**src/rtl/muldiv_issue.sv**
```systemverilog
// muldiv_issue: issue/interlock controller for the iterative MUL/DIV unit in EX.
// Fires a one-cycle alugo, stalls EX while the unit iterates, and releases the
// instruction once. DONE parks a completed op that is still held in EX so it
// cannot reissue. A watchdog flags a unit that never drops alubusy.
// Optional build macro: MULDIV_PERF_EN adds the mdops/mdstallcyc perf counters.
module muldiv_issue #(
  parameter int WDOG = 127
) (
  input  logic        clk,
  input  logic        rst,
  input  logic        phi2,
  input  logic        exvalid,
  input  logic        exmd,
  input  logic        exflush,
  input  logic        exhold,
  input  logic        alubusy,
  output logic        alugo,
  output logic        exmdstall,
  output logic        mderr,
  output logic [31:0] mdops,
  output logic [31:0] mdstallcyc
);
  localparam int WW = $clog2(WDOG + 1);

  typedef enum logic [1:0] {IDLE = 2'd0, RUN = 2'd1, DONE = 2'd2} state_t;

  state_t        state, state_nxt;
  logic [WW-1:0] wdcnt;
  logic          req;
  logic          wd_clr, wd_inc;

  assign req = exvalid & exmd & ~exflush;

  // State register; advances only on phi2, reset wins regardless of phi2.
  always_ff @(posedge clk) begin
    if (rst)       state <= IDLE;
    else if (phi2) state <= state_nxt;
  end

  // Next-state and handshake decode.
  always_comb begin
    state_nxt = state;
    alugo     = 1'b0;
    exmdstall = 1'b0;
    wd_clr    = 1'b0;
    wd_inc    = 1'b0;
    case (state)
      IDLE: begin
        if (req) begin
          // A unit still busy from before a reset must drain before reissue.
          exmdstall = 1'b1;
          if (!alubusy) begin
            alugo     = 1'b1;
            wd_clr    = 1'b1;
            state_nxt = RUN;
          end
        end
      end
      RUN: begin
        // The unit cannot be aborted, so a flush here just rides to completion.
        exmdstall = alubusy;
        if (alubusy) wd_inc = 1'b1;
        else         state_nxt = exhold ? DONE : IDLE;
      end
      DONE: begin
        if (!exhold) state_nxt = IDLE;
      end
      default: state_nxt = IDLE;
    endcase
  end

  // Saturating RUN watchdog with a sticky error flag.
  always_ff @(posedge clk) begin
    if (rst) begin
      wdcnt <= '0;
      mderr <= 1'b0;
    end else if (phi2) begin
      if (wd_clr) begin
        wdcnt <= '0;
      end else if (wd_inc && wdcnt != WW'(WDOG)) begin
        wdcnt <= wdcnt + 1'b1;
        if (wdcnt == WW'(WDOG - 1)) mderr <= 1'b1;
      end
    end
  end

`ifdef MULDIV_PERF_EN
  logic [31:0] ops_q, stall_q;

  // Issue and stall-cycle perf counters, wrapping.
  always_ff @(posedge clk) begin
    if (rst) begin
      ops_q   <= '0;
      stall_q <= '0;
    end else if (phi2) begin
      if (alugo)     ops_q   <= ops_q + 32'd1;
      if (exmdstall) stall_q <= stall_q + 32'd1;
    end
  end

  assign mdops      = ops_q;
  assign mdstallcyc = stall_q;
`else
  assign mdops      = '0;
  assign mdstallcyc = '0;
`endif

endmodule
```
**config.mk**
```make
export PLATFORM = sky130hd
export DESIGN_NAME = muldiv_issue
export DESIGN_NICKNAME = d
export VERILOG_FILES = /design/src/rtl/muldiv_issue.sv
export SDC_FILE = /design/constraint.sdc
export NUM_CORES = 1
export LEC_CHECK = 0
export ABC_AREA = 1
export CAP_MARGIN = 20
export CORE_ASPECT_RATIO = 1.4
export CORE_MARGIN = 2
export CORE_UTILIZATION = 32
export DETAILED_ROUTE_END_ITERATION = 12
export GPL_ROUTABILITY_DRIVEN = 0
export PLACE_DENSITY_LB_ADDON = 0.08
export SYNTH_ARGS = -nofsm -noshare
export SYNTH_HDL_FRONTEND = slang
export SYNTH_SLANG_ARGS = --single-unit
```
**constraint.sdc**
```tcl
create_clock -name clk -period 1.81 [get_ports clk]
set_input_delay 0.181 -clock clk [delete_from_list [all_inputs] [get_ports clk]]
set_output_delay 0.181 -clock clk [all_outputs]
set_load 0.005 [all_outputs]
```
==> out/qor.csv, run 1 <==
stage,metric,value,unit
outcome,outcome,"complete, no violations",
cells_and_area,Finished Cell Area,0.00113,mm^2
sta,Pins Over Slew Limit,0,
sta,fmax,608,MHz
detailed_routing,Post-route DRC,0,
floorplanning,core area,0.00358,mm^2
hold_path,HP Start,mderr,
floorplanning,Die Height,75.5,um
cells_and_area,most frequent cells in the layout,"conb_1 (64), nand2_1 (24), inv_1 (13), nand3_1 (12), nor2_1 (12)",
cts,CTS resizes,0,
power,Net Sw Power,0.177,mW
sta,Tmin final,1640,ps
sta,PnR worst setup slack,166,ps
detailed_routing,DR iter-0 viols,12,
cts,CTS Hold Bufs,0,
floorplanning,Top-Level Pins,75,
power,Clock power frac,0.447,
floorplanning,initial core utilization,0.327,
global_route,initial antenna violation count,0,
cells_and_area,count of nets after finishing,192,
run,Max-Cap Viols,0,
hold_path,worst min-delay path category,flip-flop to flip-flop,
floorplanning,DIE AREA,0.00416,mm^2
cells_and_area,antenna diode count,0,
cts,clock-pin transition on the worst setup and hold timing paths,50,ps
sta,clk_skew,1.14,ps
power,leakage power,0.593,nW
worst_setup_path,"Req. time, crit path",1630,ps
detailed_routing,Final ANT Viol Nets,0,
worst_setup_path,Slowest cell on crit path,clkdlybuf4s50_1,
cells_and_area,synth-to-layout area growth,-3.64,%
worst_setup_path,critical path class,primary input to output port,
power,Int Power,0.457,mW
synthesis,Yosys reg bits,10,
worst_setup_path,start of the worst register-to-register path,wdcnt[1],
cts,total CTS buffers,3,
power,Net Sw Frac,0.279,
placement,dpl ws,140,ps
worst_setup_path,CP max FO,3,
sta,setup violators final,0,
synthesis,Yosys warnings,0,
global_route,total grt overflow,0,
cts,CTS tree,yes,
worst_setup_path,max incr delay on CP,490,ps
sta,setup repair after global routing missed its margin,false,
sta,count of final hold-check violations,0,
global_route,largest net degree at the start of global routing,12,
synthesis,sequential area share after synthesis,0.171,
detailed_routing,vias per cell,3.69,
floorplanning,Chip Width,55.1,um
placement,Placed Area,0.00107,mm^2
cts,post-CTS setup buffer count,0,
detailed_routing,total number of vias,823,
global_route,first-pass GRT wire length,2820,um
placement,HPWL after detailed placement,1600,um
synthesis,Post-Syn Area per Cell,6.96,um^2
worst_setup_path,Critical path origin,exvalid,
sta,setup_tns,0,ps
floorplanning,Rows,26,
global_route,number of global-route vias before repair,671,
worst_setup_path,WP data arrival,1460,ps
power,pwr/cell area,563,mW/mm^2
power,Peak VDD IR,301,uV
cts,worst-skew pair later-pin latency,230,ps
cts,clk buf depth,2,
detailed_routing,DRT Pass-1 Iters,4,
global_route,Total GRT Usage,0.0937,
worst_setup_path,cell repeated most along the worst path,clkdlybuf4s50_1,
synthesis,Mapped Cells,168,
cts,clk sink count,10,
cts,Max H-tree Level,1,
detailed_routing,WL final,1950,um
synthesis,Synth cell types,21,
power,Seq pwr share,0.369,
synthesis,Mapped Area,0.00117,mm^2
cts,Clock Tree Root,clkbuf_8,
power,Comb pwr share,0.184,
cells_and_area,post-layout util,0.315,
sta,final worst-path cycle share,0.908,
cells_and_area,"most common cell after layout, fill and taps aside",conb_1,
placement,IO Port Bufs,10,
worst_setup_path,crit path capture type,output port,
cells_and_area,layout cells sized above 1,0.0884,
detailed_routing,WL/cell,8.75,um
worst_setup_path,worst-path cell chain,"clkdlybuf4s50_1, nand2_1, nor2_4, nand3_4, inv_1, clkdlybuf4s50_1",
worst_setup_path,crit path launch type,primary input,
## stage by stage
stage                     hold WS (ps)  power, mW  cells
after floorplan                    250      0.417    231
after global placement             463      0.353    219
after detailed placement           461      0.353    219
after CTS                          487      0.633    223
after global routing               542      0.671    223
final                              483      0.634    223
## logic make-up (layout without fill, tap and decap cells)
kind of cell	Yosys count	after routing	share of synthesized area
adders and majority gates	2	2	0.0214
AOI/OAI and AO/OA	12	12	0.0535
DFF	10	10	0.171
other	1	64	0.00321
buffers and inverters	80	30	0.474
and+or+nand+nor	62	62	0.269
xor gates and xnor gates	1	1	0.00750
## critical path: cells and delay by family
kind | cells | cell delay (ps)
buffers and inverters | 3 | 1000
AND/OR/NAND/NOR | 3 | 280
## area by class of cell
cell class / instances / area, um^2
Fill cell: 418 / 2450
Multi-Input combinational cell: 141 / 651
Sequential cell: 10 / 200
Timing Repair Buffer: 12 / 115
Clock buffer: 4 / 55.1
Inverter: 14 / 52.6
Tap cell: 42 / 52.6
## state kept, by name, summed over array words and instances (netlist names)
name,flops
mderr,1
state,2
wdcnt,7
## worst paths after layout
check | end | slack [ps] | cells past startpoint
max | alugo | 170 | 6
min | mderr | 480 | 2
max reg2reg | wdcnt[0] | 400 | 9
min reg2reg | mderr | 480 | 2
## layer usage
| metal | vias to the layer above | track usage | wire length [um] |
|---|---|---|---|
| li1 | 423 | - | - |
| met1 | 347 | 0.102 | 729 |
| met2 | 49 | 0.173 | 1030 |
| met3 | 4 | 0.0196 | 175 |
| met4 | 0 | 0.0325 | 21 |
| met5 | - | 0 | 0 |
## synth_stat cells, drive strengths merged
cell type / n / area, um^2
o21ai: 2 / 10.0
nor2: 15 / 73.8
conb: 1 / 3.75
nand4: 4 / 25.0
ha: 2 / 25.0
nand2: 29 / 131
clkbuf: 1 / 13.8
dfxtp: 10 / 200
buf: 65 / 488
a21oi: 9 / 45.0
and3: 1 / 6.26
xor2: 1 / 8.76
o21bai: 1 / 7.51
nand3: 13 / 77.6
inv: 14 / 52.6
## power by group through the flow
stage | Clock [mW] | Combinational (mW) | Sequential (mW)
final | 0.283 | 0.116 | 0.234
after global placement | 0 | 0.114 | 0.239
after detailed placement | 0 | 0.115 | 0.238
after global routing | 0.297 | 0.139 | 0.235
after floorplan | 0 | 0.180 | 0.237
after CTS | 0.284 | 0.115 | 0.234
(Power assumes the default switching activity.)
==> run 2: changes to the inputs <==
--- a/config.mk
+++ b/config.mk
@@ -6,7 +6,6 @@
 export NUM_CORES = 1
 export LEC_CHECK = 0
 export ABC_AREA = 1
-export CAP_MARGIN = 20
 export CORE_ASPECT_RATIO = 1.4
 export CORE_MARGIN = 2
 export CORE_UTILIZATION = 32
==> results of run 2 <==
Final layout, timing and power as in run 1 (identical DEF).
